[src/rtl/pll_reconfig_ctrl_if.sv]
// pll_reconfig_ctrl_if: request handshake between requester and PLL sequencer.
// Config code is sampled by the sequencer only on valid && ready.
interface pll_reconfig_ctrl_if;
  logic       req_valid_i;
  logic [2:0] req_cfg_i;
  logic       req_ready_o;

  modport master (
    output req_valid_i,
    output req_cfg_i,
    input  req_ready_o
  );

  modport slave (
    input  req_valid_i,
    input  req_cfg_i,
    output req_ready_o
  );
endinterface

[src/rtl/pll_reconfig_ctrl.sv]
// pll_reconfig_ctrl: bypass, PLL reset + config, lock wait, switch back.
// Define PLL_LOCK_MON_EN to add the IDLE lock-loss monitor and lock_lost_o.
module pll_reconfig_ctrl #(
  parameter int SETTLE_CYC   = 16,
  parameter int RST_HOLD_CYC = 32,
  parameter int LOCK_TO_CYC  = 65536
) (
  input  logic               clk_i,
  input  logic               rst_i,
  pll_reconfig_ctrl_if.slave req,
  input  logic               pll_lock_i,
  output logic [2:0]         pll_cfg_o,
  output logic               pll_rst_n_o,
  output logic               clk_bypass_o,
  output logic               busy_o,
  output logic               done_o,
  output logic               err_o
`ifdef PLL_LOCK_MON_EN
  ,
  output logic               lock_lost_o
`endif
);

  localparam int MAX_A =
    (SETTLE_CYC > RST_HOLD_CYC) ? SETTLE_CYC : RST_HOLD_CYC;
  localparam int MAX_P =
    (MAX_A > LOCK_TO_CYC) ? MAX_A : LOCK_TO_CYC;
  localparam int CW = $clog2(MAX_P) + 1;

  typedef logic [CW-1:0] cnt_t;

  localparam cnt_t SET_LIM = cnt_t'(SETTLE_CYC - 1);
  localparam cnt_t RST_LIM = cnt_t'(RST_HOLD_CYC - 1);
  localparam cnt_t TO_LIM  = cnt_t'(LOCK_TO_CYC - 1);

  typedef enum logic [2:0] {
    IDLE,
    BYPASS,
    PRST,
    LOCKW,
    STABLE,
    SWITCH,
    DONE,
    FAIL
  } state_t;

  state_t     state;
  cnt_t       cnt;
  cnt_t       scnt;
  logic [2:0] cfg_q;
  logic       ready_q;
  logic       lock_m;
  logic       lock_s;
  logic       accept;

  assign req.req_ready_o = ready_q;
  assign accept = req.req_valid_i & ready_q;

  function automatic cnt_t sat_inc(cnt_t v);
    return (v == '1) ? v : v + cnt_t'(1);
  endfunction

`ifdef PLL_LOCK_MON_EN
  logic lost_q;
  logic low_q;
  assign lock_lost_o = lost_q;
`endif

  // two-flop synchroniser for the asynchronous PLL lock
  always_ff @(posedge clk_i) begin
    if (rst_i) begin
      lock_m <= 1'b0;
      lock_s <= 1'b0;
    end else begin
      lock_m <= pll_lock_i;
      lock_s <= lock_m;
    end
  end

  // sequencer FSM; outputs registered alongside the next state
  always_ff @(posedge clk_i) begin
    if (rst_i) begin
      state        <= IDLE;
      cnt          <= '0;
      scnt         <= '0;
      cfg_q        <= 3'b000;
      ready_q      <= 1'b1;
      pll_cfg_o    <= 3'b000;
      pll_rst_n_o  <= 1'b0;
      clk_bypass_o <= 1'b1;
      busy_o       <= 1'b0;
      done_o       <= 1'b0;
      err_o        <= 1'b0;
`ifdef PLL_LOCK_MON_EN
      lost_q       <= 1'b0;
      low_q        <= 1'b0;
`endif
    end else begin
      done_o <= 1'b0;
`ifdef PLL_LOCK_MON_EN
      low_q <= (state == IDLE) & ~clk_bypass_o & ~lock_s;
`endif
      unique case (state)
        IDLE, FAIL: begin
          if (accept) begin
            state        <= BYPASS;
            cnt          <= '0;
            cfg_q        <= req.req_cfg_i;
            err_o        <= 1'b0;
            ready_q      <= 1'b0;
            busy_o       <= 1'b1;
            clk_bypass_o <= 1'b1;
`ifdef PLL_LOCK_MON_EN
            lost_q       <= 1'b0;
`endif
          end
`ifdef PLL_LOCK_MON_EN
          else if (state == IDLE && !clk_bypass_o
                   && !lock_s && low_q) begin
            state        <= FAIL;
            clk_bypass_o <= 1'b1;
            pll_rst_n_o  <= 1'b0;
            err_o        <= 1'b1;
            lost_q       <= 1'b1;
          end
`endif
        end
        BYPASS: begin
          if (cnt >= SET_LIM) begin
            state       <= PRST;
            cnt         <= '0;
            pll_rst_n_o <= 1'b0;
            pll_cfg_o   <= cfg_q;
          end else begin
            cnt <= sat_inc(cnt);
          end
        end
        PRST: begin
          if (cnt >= RST_LIM) begin
            cnt <= '0;
            if (cfg_q[2:1] == 2'b00) begin
              state  <= DONE;
              done_o <= 1'b1;
            end else begin
              state       <= LOCKW;
              pll_rst_n_o <= 1'b1;
            end
          end else begin
            cnt <= sat_inc(cnt);
          end
        end
        LOCKW: begin
          if (cnt >= TO_LIM) begin
            state        <= FAIL;
            busy_o       <= 1'b0;
            ready_q      <= 1'b1;
            clk_bypass_o <= 1'b1;
            pll_rst_n_o  <= 1'b0;
            err_o        <= 1'b1;
          end else begin
            cnt <= sat_inc(cnt);
            if (lock_s) begin
              state <= STABLE;
              scnt  <= '0;
            end
          end
        end
        STABLE: begin
          if (lock_s && scnt >= SET_LIM) begin
            state        <= SWITCH;
            cnt          <= '0;
            clk_bypass_o <= 1'b0;
          end else if (cnt >= TO_LIM) begin
            state        <= FAIL;
            busy_o       <= 1'b0;
            ready_q      <= 1'b1;
            clk_bypass_o <= 1'b1;
            pll_rst_n_o  <= 1'b0;
            err_o        <= 1'b1;
          end else begin
            cnt <= sat_inc(cnt);
            if (!lock_s) begin
              state <= LOCKW;
            end else begin
              scnt <= sat_inc(scnt);
            end
          end
        end
        SWITCH: begin
          if (cnt >= SET_LIM) begin
            state  <= DONE;
            cnt    <= '0;
            done_o <= 1'b1;
          end else begin
            cnt <= sat_inc(cnt);
          end
        end
        DONE: begin
          state   <= IDLE;
          cnt     <= '0;
          busy_o  <= 1'b0;
          ready_q <= 1'b1;
        end
      endcase
    end
  end

endmodule
[src/flat_wrapper.sv]
// flat-port wrapper written by rule: the top's interface ports become plain ports
module pll_reconfig_ctrl_flat 
#(
  parameter int SETTLE_CYC   = 16,
  parameter int RST_HOLD_CYC = 32,
  parameter int LOCK_TO_CYC  = 65536
)
  (clk_i, rst_i, pll_lock_i, pll_cfg_o, pll_rst_n_o, clk_bypass_o, busy_o, done_o, err_o, req_req_valid_i, req_req_cfg_i, req_req_ready_o);
  pll_reconfig_ctrl_if req_i ();
  input  logic clk_i;
  input  logic rst_i;
  input  logic pll_lock_i;
  output logic [2:0] pll_cfg_o;
  output logic pll_rst_n_o;
  output logic clk_bypass_o;
  output logic busy_o;
  output logic done_o;
  output logic err_o;
  input wire logic [$bits(req_i.req_valid_i)-1:0] req_req_valid_i;
  input wire logic [$bits(req_i.req_cfg_i)-1:0] req_req_cfg_i;
  output wire logic [$bits(req_i.req_ready_o)-1:0] req_req_ready_o;
  assign req_i.req_valid_i = req_req_valid_i;
  assign req_i.req_cfg_i = req_req_cfg_i;
  assign req_req_ready_o = req_i.req_ready_o;
  pll_reconfig_ctrl #(.SETTLE_CYC(SETTLE_CYC), .RST_HOLD_CYC(RST_HOLD_CYC), .LOCK_TO_CYC(LOCK_TO_CYC)) u_core (.clk_i(clk_i), .rst_i(rst_i), .req(req_i), .pll_lock_i(pll_lock_i), .pll_cfg_o(pll_cfg_o), .pll_rst_n_o(pll_rst_n_o), .clk_bypass_o(clk_bypass_o), .busy_o(busy_o), .done_o(done_o), .err_o(err_o));
endmodule
[config.mk]
export PLATFORM = sky130hd
export DESIGN_NAME = pll_reconfig_ctrl_flat
export DESIGN_NICKNAME = d
export VERILOG_FILES = /design/src/rtl/pll_reconfig_ctrl_if.sv /design/src/rtl/pll_reconfig_ctrl.sv /design/src/flat_wrapper.sv
export SDC_FILE = /design/constraint.sdc
export NUM_CORES = 1
export LEC_CHECK = 0
export ABC_AREA = 1
export ABC_CLOCK_PERIOD_IN_PS = 4070
export CAP_MARGIN = 30
export CORE_AREA = 4 4 84 86
export DETAILED_ROUTE_END_ITERATION = 7
export DIE_AREA = 0 0 88 90
export PLACE_DENSITY = 0.77
export SYNTH_ARGS = -nofsm -noshare
export SYNTH_HDL_FRONTEND = slang
export SYNTH_SLANG_ARGS = --single-unit
[constraint.sdc]
create_clock -name clk_i -period 4.07 [get_ports clk_i]
set_input_delay 0.407 -clock clk_i [delete_from_list [all_inputs] [get_ports clk_i]]
set_output_delay 0.407 -clock clk_i [all_outputs]
set_load 0.02 [all_outputs]
==> impl_metrics.env, run 1 <==
export IMPL_status="complete, no violations"
export IMPL_ios=16
export IMPL_leakagePower_nw=1.56
export IMPL_slowest_delay_ps=740
export IMPL_worst_path_buf_inv=0
export IMPL_grt_pass1_vias=2911
export IMPL_path_cells="ha_1 -> nand2_4 -> nor2_2 -> nand2_2 -> o21ai_0 -> nor2_1 -> nand4_1 -> nand2_2 -> nand2_1 -> nand2_1 -> nor2_1"
export IMPL_detail_route_antenna_nets=0
export IMPL_num_rows=29
export IMPL_hold_viol_final=0
export IMPL_gp_congestion=0.911
export IMPL_cp_end_kind="flip-flop"
export IMPL_crit_fanout=13
export IMPL_skew_ps=15.8
export IMPL_cts_reportedPaths_clkPinSlew_ps=100
export IMPL_overflow=0
export IMPL_antenna_cells=0
export IMPL_seqCellArea_um2=1020
export IMPL_vias_per_cell=5.26
export IMPL_slew_headroom=0.361
export IMPL_synth_edf_count=0
export IMPL_peakVddDrop_uv=399
export IMPL_drt_iter0_drc=231
export IMPL_drt_pass1_iterations=5
export IMPL_antenna_found_initial=0
export IMPL_power_frac_seq=0.384
export IMPL_swShare=0.430
export IMPL_synthesis_nets=522
export IMPL_drv_cap=0
export IMPL_routedWlPerCell_um=12.3
export IMPL_period_minus_slack_ps=2660
export IMPL_grt_first_pass_wirelength_um=12800
export IMPL_combPwrFrac=0.414
export IMPL_cts_root_buf="clkbuf_8"
export IMPL_timing_fmax_mhz=377
export IMPL_synth_largest_area_cell="dfxtp_1"
export IMPL_synthesis_area_um2=3110
export IMPL_dp_hpwl_um=5320
export IMPL_syn_inst=512
export IMPL_power_total_mw=1.58
export IMPL_intPower_mw=0.901
export IMPL_arrival_ps=2860
export IMPL_worstMarginPinSlew_ps=955
export IMPL_hold_class="reg -> reg"
export IMPL_cts_buffers_inserted=5
export IMPL_drc=0
export IMPL_startpoint_type="flip-flop"
export IMPL_switching_power_mw=0.679
export IMPL_worstSetupPathType="reg -> reg"
export IMPL_gr_usage_all_layers=0.197
export IMPL_drive_gt1_frac=0.0631
export IMPL_grt_setup_unrepaired="false"
export IMPL_h_tree_depth=2
export IMPL_clock_latency_ps=310
export IMPL_cts_tree="done"
export IMPL_clockPowerShare=0.201
export IMPL_cts_sinks=51
export IMPL_crit_required_ps=4270
export IMPL_ys_flop_type="dfxtp_1"
export IMPL_yosysMostFrequentCell="nand2_1"
export IMPL_synth_top_cell_area_share=0.329
export IMPL_post_cts_setup_buffers=0
export IMPL_nets=532
export IMPL_yosys_top_cells_area="dfxtp_1, nand2_1, nor2_1, inv_1, nand3_1"
export IMPL_dieArea_um2=7920
export IMPL_syn_avg_cell_area_um2=6.07
export IMPL_grt_max_degree=29
export IMPL_reg2reg_slack_ps=1410
export IMPL_yosysWarnings=0
export IMPL_core_area_um2=6280
export IMPL_fp_dieH_um=90
export IMPL_slew_violations=0
export IMPL_die_w_um=88
export IMPL_tns_ps=0
export IMPL_start_util=0.495
export IMPL_finalSetupViolCount=0
export IMPL_multi_input_area_um2=1730
export IMPL_yosysSeqAreaShare=0.329
export IMPL_ys_ff_latch=51
export IMPL_fin_cells=600
export IMPL_synth_distinct_cells=29
export IMPL_syn_to_final_growth_pct=8.57
export IMPL_dpl_cell_count=592
export IMPL_power_density_nw_per_um2=468
export IMPL_cts_resized=0
export IMPL_fill_cells=645
export IMPL_finalCritPeriodShare=0.652
export IMPL_ys_top_cells_by_count="nand2_1, nor2_1, inv_1, dfxtp_1, nand3_1"
export IMPL_whs_ps=408
export IMPL_holdBufCountCts=0
export IMPL_cts_max_path_buffers=2
export IMPL_async_reset_ff_frac=0
export IMPL_critical_path_top_delay_family="simple AND/OR/NAND/NOR gates"
export IMPL_route_vias_total=3156
export IMPL_io_buffers=15
export IMPL_routed_wirelength_um=7370
export IMPL_crit_slowest_cell="nor2_1"
[worst paths after layout]
path            startpoint              end  depth (start not counted)
min reg2reg  u_core.lock_m    u_core.lock_s                          2
max reg2reg  u_core.cnt[0]  u_core.state[1]                         11
max          u_core.cnt[0]  u_core.state[1]                         11
min          u_core.lock_m    u_core.lock_s                          2
[stage by stage]
stage,utilization,setup WS (ps),cell area (µm²)
after floorplan,-,2290,3110
after global placement,0.522,1570,3280
after detailed placement,0.522,1460,3280
after CTS,0.538,1450,3370
after global routing,0.538,1140,3370
final,0.538,1410,3370
[cell families (layout without fill, tap and decap cells)]
family	after synthesis	after routing	synth area share
and+or+nand+nor	318	318	0.448
buffers and inverters	84	95	0.114
AOI/OAI and AO/OA	54	54	0.0918
DFF	51	51	0.329
adders and majority gates	3	3	0.0121
xor gates and xnor gates	2	2	0.00564
[flip-flops by register name, summed over array words and instances, names as in the netlist]
| name | count |
|---|---|
| u_core.done_o | 1 |
| u_core.clk_bypass_o | 1 |
| u_core.scnt | 17 |
| u_core.req.req_ready_o | 1 |
| u_core.state | 3 |
| u_core.pll_rst_n_o | 1 |
| u_core.cfg_q | 3 |
| u_core.pll_cfg_o | 3 |
| u_core.lock_m | 1 |
| u_core.busy_o | 1 |
| u_core.cnt | 17 |
| u_core.err_o | 1 |
| u_core.lock_s | 1 |
[cell type report]
class	count	area share
repair buffers	16	0.0467
clock buffers	6	0.0245
multi-input cells	377	0.514
flip-flops and latches	51	0.303
inverters	71	0.0790
clock inverters	2	0.00482
well taps	77	0.0286
[power by group through the flow]
stage                     Sequential (mW)  Clock [mW]  Combinational, mW
after floorplan                     0.610           0              0.507
after global placement              0.614           0              0.635
after detailed placement            0.617           0              0.645
after CTS                           0.605       0.329              0.650
after global routing                0.617       0.349              0.750
final                               0.607       0.318              0.655
[metal layers]
| layer | routed length, µm | track usage | vias up |
|---|---|---|---|
| met2 | 3380 | 0.317 | 108 |
| met1 | 3480 | 0.266 | 1401 |
| met5 | 0 | 0 | - |
| met3 | 382 | 0.0338 | 12 |
| met4 | 131 | 0.0601 | 0 |
| li1 | - | - | 1635 |
[worst reg2reg max path, cell delays in order, from the launching register on]
cell and delay, ps:
dfxtp_1 410, ha_1 310, nand2_4 110, nor2_2 40, nand2_2 110, o21ai_0 120
nor2_1 740, nand4_1 380, nand2_2 180, nand2_1 60, nand2_1 50, nor2_1 30
[placed cells by master (no fill, tap or decap), drive strengths merged]
cell type / netlist / final
and2: 1 / 1
a21oi: 20 / 20
nand3: 49 / 49
nand3b: 2 / 2
o21ai: 29 / 29
a31oi: 1 / 1
buf: 9 / 1
clkinvlp: 0 / 1
clkdlybuf4s50: 0 / 15
nand4: 10 / 10
o211ai: 3 / 3
dfxtp: 51 / 51
a21o: 1 / 1
xnor2: 2 / 2
nor3: 15 / 15
clkinv: 1 / 2
nor2: 79 / 79
nand2: 161 / 161
ha: 3 / 3
nor4: 1 / 1
inv: 70 / 70
clkbuf: 4 / 6
Power figures use the tool's default switching activity.
==> run 2: changes to the inputs <==
--- a/config.mk
+++ b/config.mk
@@ -6,7 +6,7 @@
 export NUM_CORES = 1
 export LEC_CHECK = 0
 export ABC_AREA = 1
-export ABC_CLOCK_PERIOD_IN_PS = 4070
+export ABC_CLOCK_PERIOD_IN_PS = 2750
 export CAP_MARGIN = 30
 export CORE_AREA = 4 4 84 86
 export DETAILED_ROUTE_END_ITERATION = 7
==> constraint.sdc (replaced) <==
create_clock -name clk_i -period 2.75 [get_ports clk_i]
set_input_delay 0.275 -clock clk_i [delete_from_list [all_inputs] [get_ports clk_i]]
set_output_delay 0.275 -clock clk_i [all_outputs]
set_load 0.02 [all_outputs]
==> impl_metrics.env, run 2 (synthesis gave the netlist of run 1 again) <==
export IMPL_status="complete, no violations"
export IMPL_die_w_um=88
export IMPL_drv_cap=0
export IMPL_antenna_cells=0
export IMPL_slew_violations=0
export IMPL_routedWlPerCell_um=12.5
export IMPL_power_density_nw_per_um2=728
export IMPL_syn_to_final_growth_pct=10.6
export IMPL_grt_pass1_vias=3037
export IMPL_holdBufCountCts=0
export IMPL_cts_buffers_inserted=5
export IMPL_slew_headroom=0.655
export IMPL_crit_start="u_core.cnt[0]"
export IMPL_h_tree_depth=2
export IMPL_arrival_ps=2480
export IMPL_post_dp_cell_area_um2=3300
export IMPL_crit_required_ps=2950
export IMPL_cts_resized=0
export IMPL_cts_reportedPaths_clkPinSlew_ps=100
export IMPL_grt_first_pass_wirelength_um=13300
export IMPL_ios=16
export IMPL_skew_ps=8.99
export IMPL_hold_viol_final=0
export IMPL_grt_max_degree=29
export IMPL_top_regs="u_core.cnt (17), u_core.scnt (17)"
export IMPL_detail_route_antenna_nets=0
export IMPL_finalCritPeriodShare=0.828
export IMPL_timing_fmax_mhz=439
export IMPL_fin_cells=604
export IMPL_cts_root_buf="clkbuf_8"
export IMPL_cts_max_path_buffers=2
export IMPL_dp_hpwl_um=5480
export IMPL_grt_setup_unrepaired="false"
export IMPL_fp_dieH_um=90
export IMPL_nets=536
export IMPL_final_cell_mix="nand2_1, nor2_1, inv_1"
export IMPL_finalSetupViolCount=0
export IMPL_hp_start="u_core.lock_m"
export IMPL_worstMarginPinSlew_ps=517
export IMPL_num_rows=29
export IMPL_final_common_cell="nand2_1"
export IMPL_dieArea_um2=7920
export IMPL_cts_tree="done"
export IMPL_leakagePower_nw=1.60
export IMPL_r2r_start="u_core.cnt[0]"
export IMPL_dpl_cell_count=595
export IMPL_route_vias_total=3148
export IMPL_drt_pass1_iterations=5
export IMPL_drive_gt1_frac=0.0683
export IMPL_cp_end_kind="flip-flop"
export IMPL_gr_usage_all_layers=0.203
export IMPL_start_util=0.495
export IMPL_vias_per_cell=5.21
export IMPL_drc=0
export IMPL_core_area_um2=6280
export IMPL_final_area_um2=3440
export IMPL_worstSetupPathType="reg -> reg"
export IMPL_gp_congestion=0.980
export IMPL_peakVddDrop_uv=512
export IMPL_clock_latency_ps=310
export IMPL_overflow=0
export IMPL_period_minus_slack_ps=2280
export IMPL_drt_iter0_drc=212
export IMPL_hold_class="reg -> reg"
export IMPL_cts_sinks=51
export IMPL_antenna_found_initial=0
export IMPL_crit_fanout=14
export IMPL_io_buffers=15
export IMPL_startpoint_type="flip-flop"
export IMPL_routed_wirelength_um=7570
export IMPL_tns_ps=0
export IMPL_post_cts_setup_buffers=0
==> run 2: cell types whose count changed in the layout (fill, tap and decap cells not counted) <==
cell,before,now
buf_4,1,5
bufinv_16,0,2
clkbuf_1,0,1
clkbuf_8,6,5
clkinv_4,1,0
clkinvlp_4,1,0
==> run 2: worst paths after layout <==
kind / end / slack, ps / depth (start not counted)
setup reg to reg: u_core.scnt[16] / 470 / 13
setup / recovery: u_core.scnt[16] / 470 / 13
hold / removal: u_core.lock_s / 410 / 2
hold reg to reg: u_core.lock_s / 410 / 2
==> run 2: worst max-delay path, cell delays in order, from the launching register on <==
cell and delay [ps]:
dfxtp_1 410, ha_1 310, nand2_4 110, nor2_2 40, nand2_2 110, nor2_2 60, nor2_2 80, nand2_2 140
nand2_1 140, nand3_1 90, nor2_2 440, nand2_1 110, nand2_1 80, nor2_1 40
==> run 2: layout make-up <==
cell class / count / area (µm²)
Clock buffer: 6 / 72.6
Tap cell: 77 / 96.3
Sequential cell: 51 / 1020
Multi-Input combinational cell: 377 / 1730
Inverter: 71 / 267
Clock inverter: 2 / 60.1
Fill cell: 643 / 2840
Timing Repair Buffer: 20 / 188
==> run 2: layer usage <==
layer	GRT usage	up-vias	share of wire
met5	0	-	0
met4	0.0844	0	0.025
met3	0.0448	20	0.071
met2	0.311	114	0.45
met1	0.273	1371	0.45
li1	-	1643	-
==> run 2: metrics by stage <==
step / hold slack (ps) / worst slack, ps / power, mW / utilization
2_1_floorplan: 382 / 973 / 1.65 / -
3_3_place_gp: 393 / 208 / 1.87 / 0.525
3_5_place_dp: 401 / 78.3 / 1.89 / 0.525
4_1_cts: 417 / 29.2 / 2.51 / 0.547
5_1_grt: 424 / 278 / 2.70 / 0.548
6_report: 413 / 474 / 2.50 / 0.548
==> run 2: report_power, final <==
part	leakage (nW)	switching (mW)	internal (mW)	total, mW
combinational	1.12	0.667	0.321	0.988
sequential	0.414	0.0826	0.817	0.899
clock	0.0654	0.254	0.364	0.617
